## config.mk

```make
export PLATFORM = sky130hd
export DESIGN_NAME = uart_tx_fifo_param
export DESIGN_NICKNAME = d
export VERILOG_FILES = /design/src/rtl/uart_tx_fifo_param.sv
export SDC_FILE = /design/constraint.sdc
export NUM_CORES = 1
export LEC_CHECK = 0
export CAP_MARGIN = 20
export CORE_MARGIN = 4
export CORE_UTILIZATION = 50
export CTS_CLUSTER_SIZE = 25
export DETAILED_ROUTE_END_ITERATION = 7
export GPL_TIMING_DRIVEN = 0
export PLACE_DENSITY = 0.69
export SLEW_MARGIN = 0
export SYNTH_ARGS = -nofsm -noshare
export SYNTH_HDL_FRONTEND = slang
export SYNTH_SLANG_ARGS = --single-unit
```

## constraint.sdc

```tcl
create_clock -name clk -period 6.2 [get_ports clk]
set_input_delay 0.93 -clock clk [delete_from_list [all_inputs] [get_ports clk]]
set_output_delay 0.93 -clock clk [all_outputs]
set_load 0.005 [all_outputs]
```

## src/rtl/uart_tx_fifo_param.sv

```systemverilog
// UART transmitter with a small input FIFO and valid/ready producer handshake.
// Frames go back-to-back without idle gaps while words remain queued.
module uart_tx_fifo_param #(
  parameter int unsigned CLK_DIV    = 16,
  parameter int unsigned DATA_BITS  = 8,
  parameter int unsigned PARITY     = 0,
  parameter int unsigned STOP_BITS  = 1,
  parameter int unsigned FIFO_DEPTH = 4
) (
  input  logic                          clk,
  input  logic                          rst,
  input  logic [DATA_BITS-1:0]          in_data,
  input  logic                          in_valid,
  output logic                          in_ready,
  output logic                          uart_tx,
  output logic                          busy,
  output logic [$clog2(FIFO_DEPTH):0]   fifo_count
);

  localparam int unsigned AW = $clog2(FIFO_DEPTH);
  localparam int unsigned CW = AW + 1;
  localparam int unsigned DW = $clog2(CLK_DIV);
  localparam int unsigned BW = $clog2(DATA_BITS);

  if (CLK_DIV < 2) begin : g_err_div
    $error("CLK_DIV must be >= 2");
  end
  if (DATA_BITS < 5 || DATA_BITS > 9) begin : g_err_bits
    $error("DATA_BITS must be 5..9");
  end
  if (PARITY > 2) begin : g_err_par
    $error("PARITY must be 0, 1 or 2");
  end
  if (STOP_BITS < 1 || STOP_BITS > 2) begin : g_err_stop
    $error("STOP_BITS must be 1 or 2");
  end
  if (FIFO_DEPTH < 2 || (FIFO_DEPTH & (FIFO_DEPTH - 1)) != 0) begin : g_err_depth
    $error("FIFO_DEPTH must be a power of 2 and >= 2");
  end

  typedef enum logic [2:0] {S_IDLE, S_START, S_DATA, S_PARITY, S_STOP} state_t;

  state_t                 state;
  logic [DW-1:0]          div_cnt;
  logic [BW-1:0]          bit_cnt;
  logic [DATA_BITS-1:0]   shift_q;
  logic                   parity_q;
  logic [DATA_BITS-1:0]   mem [FIFO_DEPTH];
  logic [AW-1:0]          wr_ptr;
  logic [AW-1:0]          rd_ptr;

  logic                   bit_end_c;
  logic                   frame_end_c;
  logic                   push_c;
  logic                   pop_c;
  logic [CW-1:0]          count_nxt_c;
  logic [DATA_BITS-1:0]   head_c;
  logic                   head_par_c;
  logic                   line_c;

  assign bit_end_c   = (div_cnt == DW'(CLK_DIV - 1));
  assign frame_end_c = (state == S_STOP) && bit_end_c && (bit_cnt == BW'(STOP_BITS - 1));
  assign push_c      = in_valid && in_ready;
  assign pop_c       = (fifo_count != '0) && ((state == S_IDLE) || frame_end_c);
  assign count_nxt_c = fifo_count + CW'(push_c) - CW'(pop_c);
  assign head_c      = mem[rd_ptr];
  assign head_par_c  = (PARITY == 2) ? ~(^head_c) : (^head_c);

  // Line level for the current state; registered into uart_tx one cycle later.
  always_comb begin
    line_c = 1'b1;
    case (state)
      S_START:  line_c = 1'b0;
      S_DATA:   line_c = shift_q[0];
      S_PARITY: line_c = parity_q;
      default:  line_c = 1'b1;
    endcase
  end

  // Storage has no reset; pointers and count define validity.
  always_ff @(posedge clk) begin
    if (push_c) mem[wr_ptr] <= in_data;
  end

  always_ff @(posedge clk) begin
    if (rst) begin
      state      <= S_IDLE;
      div_cnt    <= '0;
      bit_cnt    <= '0;
      shift_q    <= '0;
      parity_q   <= 1'b0;
      wr_ptr     <= '0;
      rd_ptr     <= '0;
      fifo_count <= '0;
      in_ready   <= 1'b0;
      uart_tx    <= 1'b1;
      busy       <= 1'b0;
    end else begin
      uart_tx    <= line_c;
      fifo_count <= count_nxt_c;
      in_ready   <= (count_nxt_c < CW'(FIFO_DEPTH));
      if (push_c) wr_ptr <= wr_ptr + AW'(1);
      if (pop_c)  rd_ptr <= rd_ptr + AW'(1);

      case (state)
        S_IDLE: begin
          div_cnt <= '0;
          if (pop_c) begin
            shift_q  <= head_c;
            parity_q <= head_par_c;
            bit_cnt  <= '0;
            busy     <= 1'b1;
            state    <= S_START;
          end
        end
        S_START: begin
          if (bit_end_c) begin
            div_cnt <= '0;
            bit_cnt <= '0;
            state   <= S_DATA;
          end else begin
            div_cnt <= div_cnt + DW'(1);
          end
        end
        S_DATA: begin
          if (bit_end_c) begin
            div_cnt <= '0;
            shift_q <= shift_q >> 1;
            if (bit_cnt == BW'(DATA_BITS - 1)) begin
              bit_cnt <= '0;
              state   <= (PARITY != 0) ? S_PARITY : S_STOP;
            end else begin
              bit_cnt <= bit_cnt + BW'(1);
            end
          end else begin
            div_cnt <= div_cnt + DW'(1);
          end
        end
        S_PARITY: begin
          if (bit_end_c) begin
            div_cnt <= '0;
            bit_cnt <= '0;
            state   <= S_STOP;
          end else begin
            div_cnt <= div_cnt + DW'(1);
          end
        end
        S_STOP: begin
          if (bit_end_c) begin
            div_cnt <= '0;
            if (bit_cnt == BW'(STOP_BITS - 1)) begin
              bit_cnt <= '0;
              // Chain straight into the next frame when a word is waiting.
              if (pop_c) begin
                shift_q  <= head_c;
                parity_q <= head_par_c;
                state    <= S_START;
              end else begin
                busy  <= 1'b0;
                state <= S_IDLE;
              end
            end else begin
              bit_cnt <= bit_cnt + BW'(1);
            end
          end else begin
            div_cnt <= div_cnt + DW'(1);
          end
        end
        default: begin
          busy  <= 1'b0;
          state <= S_IDLE;
        end
      endcase
    end
  end

endmodule

```

## Word level (Yosys, flattened, before mapping)

Memories as Yosys holds them, arrays and structs flattened. A register that Yosys moved wholly into a read port is not among the register bits.
Index checks and enable logic that the tools add are counted.
Widths: inputs -> output; s select.

- Equality and inequality tests: 15
- Add/subtract/negate cells: 6
- Bitwise logic cells: 1
- Magnitude comparators: 1
- Reduce and logical (&&, ||, !) cells: 21
- Muxes and demuxes: 37

Operators with widths:

| kind | number |
|---|---|
| $mux 3 | 13 |
| $mux 8 | 4 |
| $pmux 8 s3 | 1 |
| $pmux 3 s5 | 1 |
| $ne 2x2->1 const B | 7 |
| $pmux 3 s4 | 1 |
| $mux 1 | 10 |
| $reduce_and 5->1 | 2 |
| $pmux 4 s2 | 1 |
| $reduce_xor 8->1 | 1 |
| $reduce_and 7->1 | 1 |
| $eq 3x2->1 const B | 2 |
| $eq 3x3->1 const B | 2 |
| $logic_not 3->1 | 2 |
| $pmux 1 s3 | 2 |
| $reduce_bool 3->1 | 2 |
| $add 2x1->2 const B | 2 |
| $add 4x1->4 const B | 1 |
| $eq 4x4->1 const B | 1 |
| $logic_and 1x1->1 | 4 |
| $mux 2 | 2 |
| $mux 4 | 1 |
| $ne 2x1->1 const B | 2 |
| $reduce_and 4->1 | 1 |
| other kinds (14) | 15 |

- Bits in registers: 29
- Memories: 1
- RAM bits: 32
- Input bits: 11
- Output and inout bits: 6
- Word-level logic and storage cells: 93

Memories:

| memory | depth | width | read ports | clocked after memory_dff | write ports | RTL line | text |
|---|---|---|---|---|---|---|---|
| mem | 4 | 8 | 1 | 1 | 1 | 48 | `logic [DATA_BITS-1:0] mem [FIFO_DEPTH];` |

## Depth between registers and ports, before layout

- Depth in word-level cells: 9
- Depth in mapped cells: 12
- Depth with buffers taken out: 12

## Worst setup path after synthesis

OpenSTA, ideal clock, no wires.

- Path kind: register -> register
- Start: register div_cnt[0]
- End: register fifo_count[2]
- Slack: 3.703 ns
- Setup time: 0.114 ns
- Stages on the path, launching flop included: 12
- Arrival time: 2.383 ns
- Path buffers: 0
- Data required time: 6.086 ns
- Period minus slack after synthesis: 2.497 ns
- Cell sequence: dfxtp_1 -> ha_1 -> and3_1 -> nand2b_1 -> a21oi_1 -> xnor2_1 -> ha_1 -> inv_1 -> fa_1 -> xnor2_1 -> xnor2_1 -> nor2b_1

- Cells in the longest elaborated chain, start to end: 6

RTL lines:

| item | RTL line | text |
|---|---|---|
| start, declared | 44 | `logic [DW-1:0] div_cnt;` |
| start signal, assigned | 122 | `div_cnt <= div_cnt + DW'(1);` |
| start signal, assigned | 136 | `div_cnt <= div_cnt + DW'(1);` |
| start signal, assigned | 145 | `div_cnt <= div_cnt + DW'(1);` |
| $eq 4x4->1 | 61 | `assign bit_end_c = (div_cnt == DW'(CLK_DIV - 1));` |
| $logic_and 1x1->1 (2 in a row) | 62 | `assign frame_end_c = (state == S_STOP) && bit_end_c && (bit_cnt == BW'(STOP_BITS - 1));` |
| $logic_or 1x1->1 | 64 | `assign pop_c = (fifo_count != '0) && ((state == S_IDLE) \|\| frame_end_c);` |
| $logic_and 1x1->1 | 64 |  |
| $sub 3x1->3 | 65 | `assign count_nxt_c = fifo_count + CW'(push_c) - CW'(pop_c);` |
| end signal, assigned | 100 | `fifo_count <= count_nxt_c;` |
| end, declared | 17 | `output logic [$clog2(FIFO_DEPTH):0] fifo_count` |

Every way passes these cells.
A chain may end at the register's enable or synchronous reset.

## Worst setup path after layout

Same ends and word-level chain as after synthesis.

==> impl_metrics.ini <==
[outcome]
outcome = complete, no violations

[clock_tree]
h-tree-depth = 3
clk_pin_slew_ps = 70
cts.sinks = 63
cts_made_buffers = 9
clk_latency_ps = 340
clock_path_buffers = 2
cts_root_buffer = clkbuf_8
cts_resized = 0
hold_buffers = 0
cts_setup_buffers = 0
cts_tree = yes

[global_routing]
antenna_found_initial = 0
grt_first_pass_wirelength_um = 8800
grt_use_total_pct = 16.2
grt_max_degree = 13
globalRouteOverflowTotal = 0
grt_pass1_vias = 1835

[power]
p_leak_uw = 0.00117
total_power_uw = 1450
ir_drop_v = 0.000229
p_per_area_nw_per_um2 = 436

[yosys]
netlist_area_um2 = 2840
syn_area_per_cell_um2 = 11.5
synth.distinct_cells = 43
ys_ff_latch = 63
syn_nets = 267
synth_edf_count = 32
ys_seq_area_share_pct = 55.7
yosysWarnings = 0
yosys_most_used_dff = edfxtp_1
async_reset_ff_share_pct = 0
syn-instance-count = 246

[sta]
final_max_slew_viol_count = 0
skew_ps = 6.31
worst_slew_pin_slew_ps = 570
finalSetupViolations = 0
fmax_mhz = 343
tns_ps = 0
period_minus_slack_ps = 2910
finalCritPeriodShare_pct = 47.0
max_slew_margin_pct = 62.0
rsz0062_at_grt = false
hold_viol = 0

[route]
vias = 1901
post-route-drc-count = 0
wl_um = 5180
first_iter_violations = 121
postRouteAntennaNets = 0
wl_per_cell_um = 14.8
via_per_inst = 5.43
dr.pass1.iters = 5

[critical_path]
worstPathArrival_ps = 3190
cp-start-kind = register
crit_path_end_kind = register
ff2ff_setup_slack_ps = 3290
crit_type = register to register
worstPathRequired_ps = 6480
crit_fanout = 6

[floorplan]
core-area_um2 = 5510
die_area_um2 = 6940
die_h_um = 83.3
initial_utilization_pct = 51.5
io_pins = 17
rows = 27
die_w_um = 83.3

[finish]
fin_area_um2 = 3330
final_common_cell = edfxtp_1
diodes = 0
areaGrowthSynthToFinish_pct = 17.4
layout.nets = 294
layout-drive-gt1-share_pct = 13.7
register_area_um2 = 1580
fin_util_pct = 60.5
nFillCells = 458
final_cell_mix = edfxtp_1, dfxtp_1, nor2_1, nand2_1, a21oi_1
multi_input_area_um2 = 1140

[placement]
place_area_um2 = 3090
hpwl_um = 3570
numPortBuffers = 16
gp_congestion = 0.777

[hold_path]
hold_class = register to register

[job]
maxCapViolCount = 0
[worst max-delay path: stages (launching register included)]
cell and delay (ps):
dfxtp_1 410, ha_1 280, and3_1 270, nand2b_1 140
a21oi_1 440, xnor2_1 190, ha_1 160, inv_1 50
fa_1 370, xnor2_1 200, xnor2_1 180, nor2b_1 150
[area by class of cell]
cell class	count	area share (%)
sequential	63	47.5
multi-input combinational	161	34.3
inverter	9	1.01
timing repair buffer	16	4.81
clock buffer	9	3.72
clock inverter	7	3.57
buffer	13	2.37
tap	72	2.70
[logic make-up (layout without fill, tap and decap cells)]
kind of cell / Yosys count / count (layout) / share of synthesized area, %
fa+ha+maj: 10 / 10 / 4.67
buf+inv: 22 / 54 / 3.97
mux: 9 / 9 / 6.70
compound gates: 52 / 52 / 11.6
flops: 63 / 63 / 55.7
simple gates: 77 / 77 / 13.3
xor+xnor: 13 / 13 / 4.01
[Yosys cell counts, types with 2 or more instances]
cell type,instances,area share (%)
a21oi_1,19,3.4
nand2b_1,4,0.88
nor3_1,3,0.53
nor2_1,29,3.8
inv_1,9,1.2
nand2_1,19,2.5
and3_1,6,1.3
mux4_2,8,6.3
dfxtp_1,31,22
nor4_1,2,0.44
buf_1,2,0.26
o21ai_0,13,2.3
xnor2_1,12,3.7
nand3_1,2,0.35
a31oi_1,5,1.1
ha_1,9,4.0
edfxtp_1,32,34
clkbuf_1,4,0.53
o211ai_1,2,0.53
buf_6,3,1.2
clkbuf_2,2,0.35
a311oi_1,7,2.2
nor2b_1,3,0.66
[worst paths after layout]
path                                 start            end  cells after the start
worst max-delay path            div_cnt[0]  fifo_count[2]                     11
worst min-delay path            shift_q[3]     shift_q[2]                      2
worst max register to register  div_cnt[0]  fifo_count[2]                     11
worst min register to register  shift_q[3]     shift_q[2]                      2
[flip-flops by register name, summed over array words and instances (netlist names), named ones only]
register and count:
bit_cnt 3, busy 1, div_cnt 4, fifo_count 3, in_ready 1, mem 32, parity_q 1, rd_ptr 2
shift_q 8, state 3, uart_tx 1, wr_ptr 2
[routing by layer]
metal / track usage (%) / vias up / routed length (µm)
met3: 4.76 / 7 / 200
met2: 24.5 / 32 / 2390
met1: 21.4 / 910 / 2500
met4: 7.13 / 0 / 83
li1: - / 952 / -
met5: 0 / - / 0
[power by group]
part	internal, µW	switching (µW)	leakage (µW)
Clock	267	164	0.000116
Sequential	508	40.0	0.000544
Combinational	236	238	0.000510
Total	1010	442	0.00117
[through the flow]
stage / hold slack, ps / setup WS [ps] / cells
finish: 477 / 3290 / 350
global route: 507 / 3010 / 350
CTS: 480 / 3290 / 350
detailed placement: 469 / 3210 / 334
global placement: 458 / 3300 / 334
floorplan: 444 / 3700 / 246
Note: power is estimated with default switching activity, not from simulation.
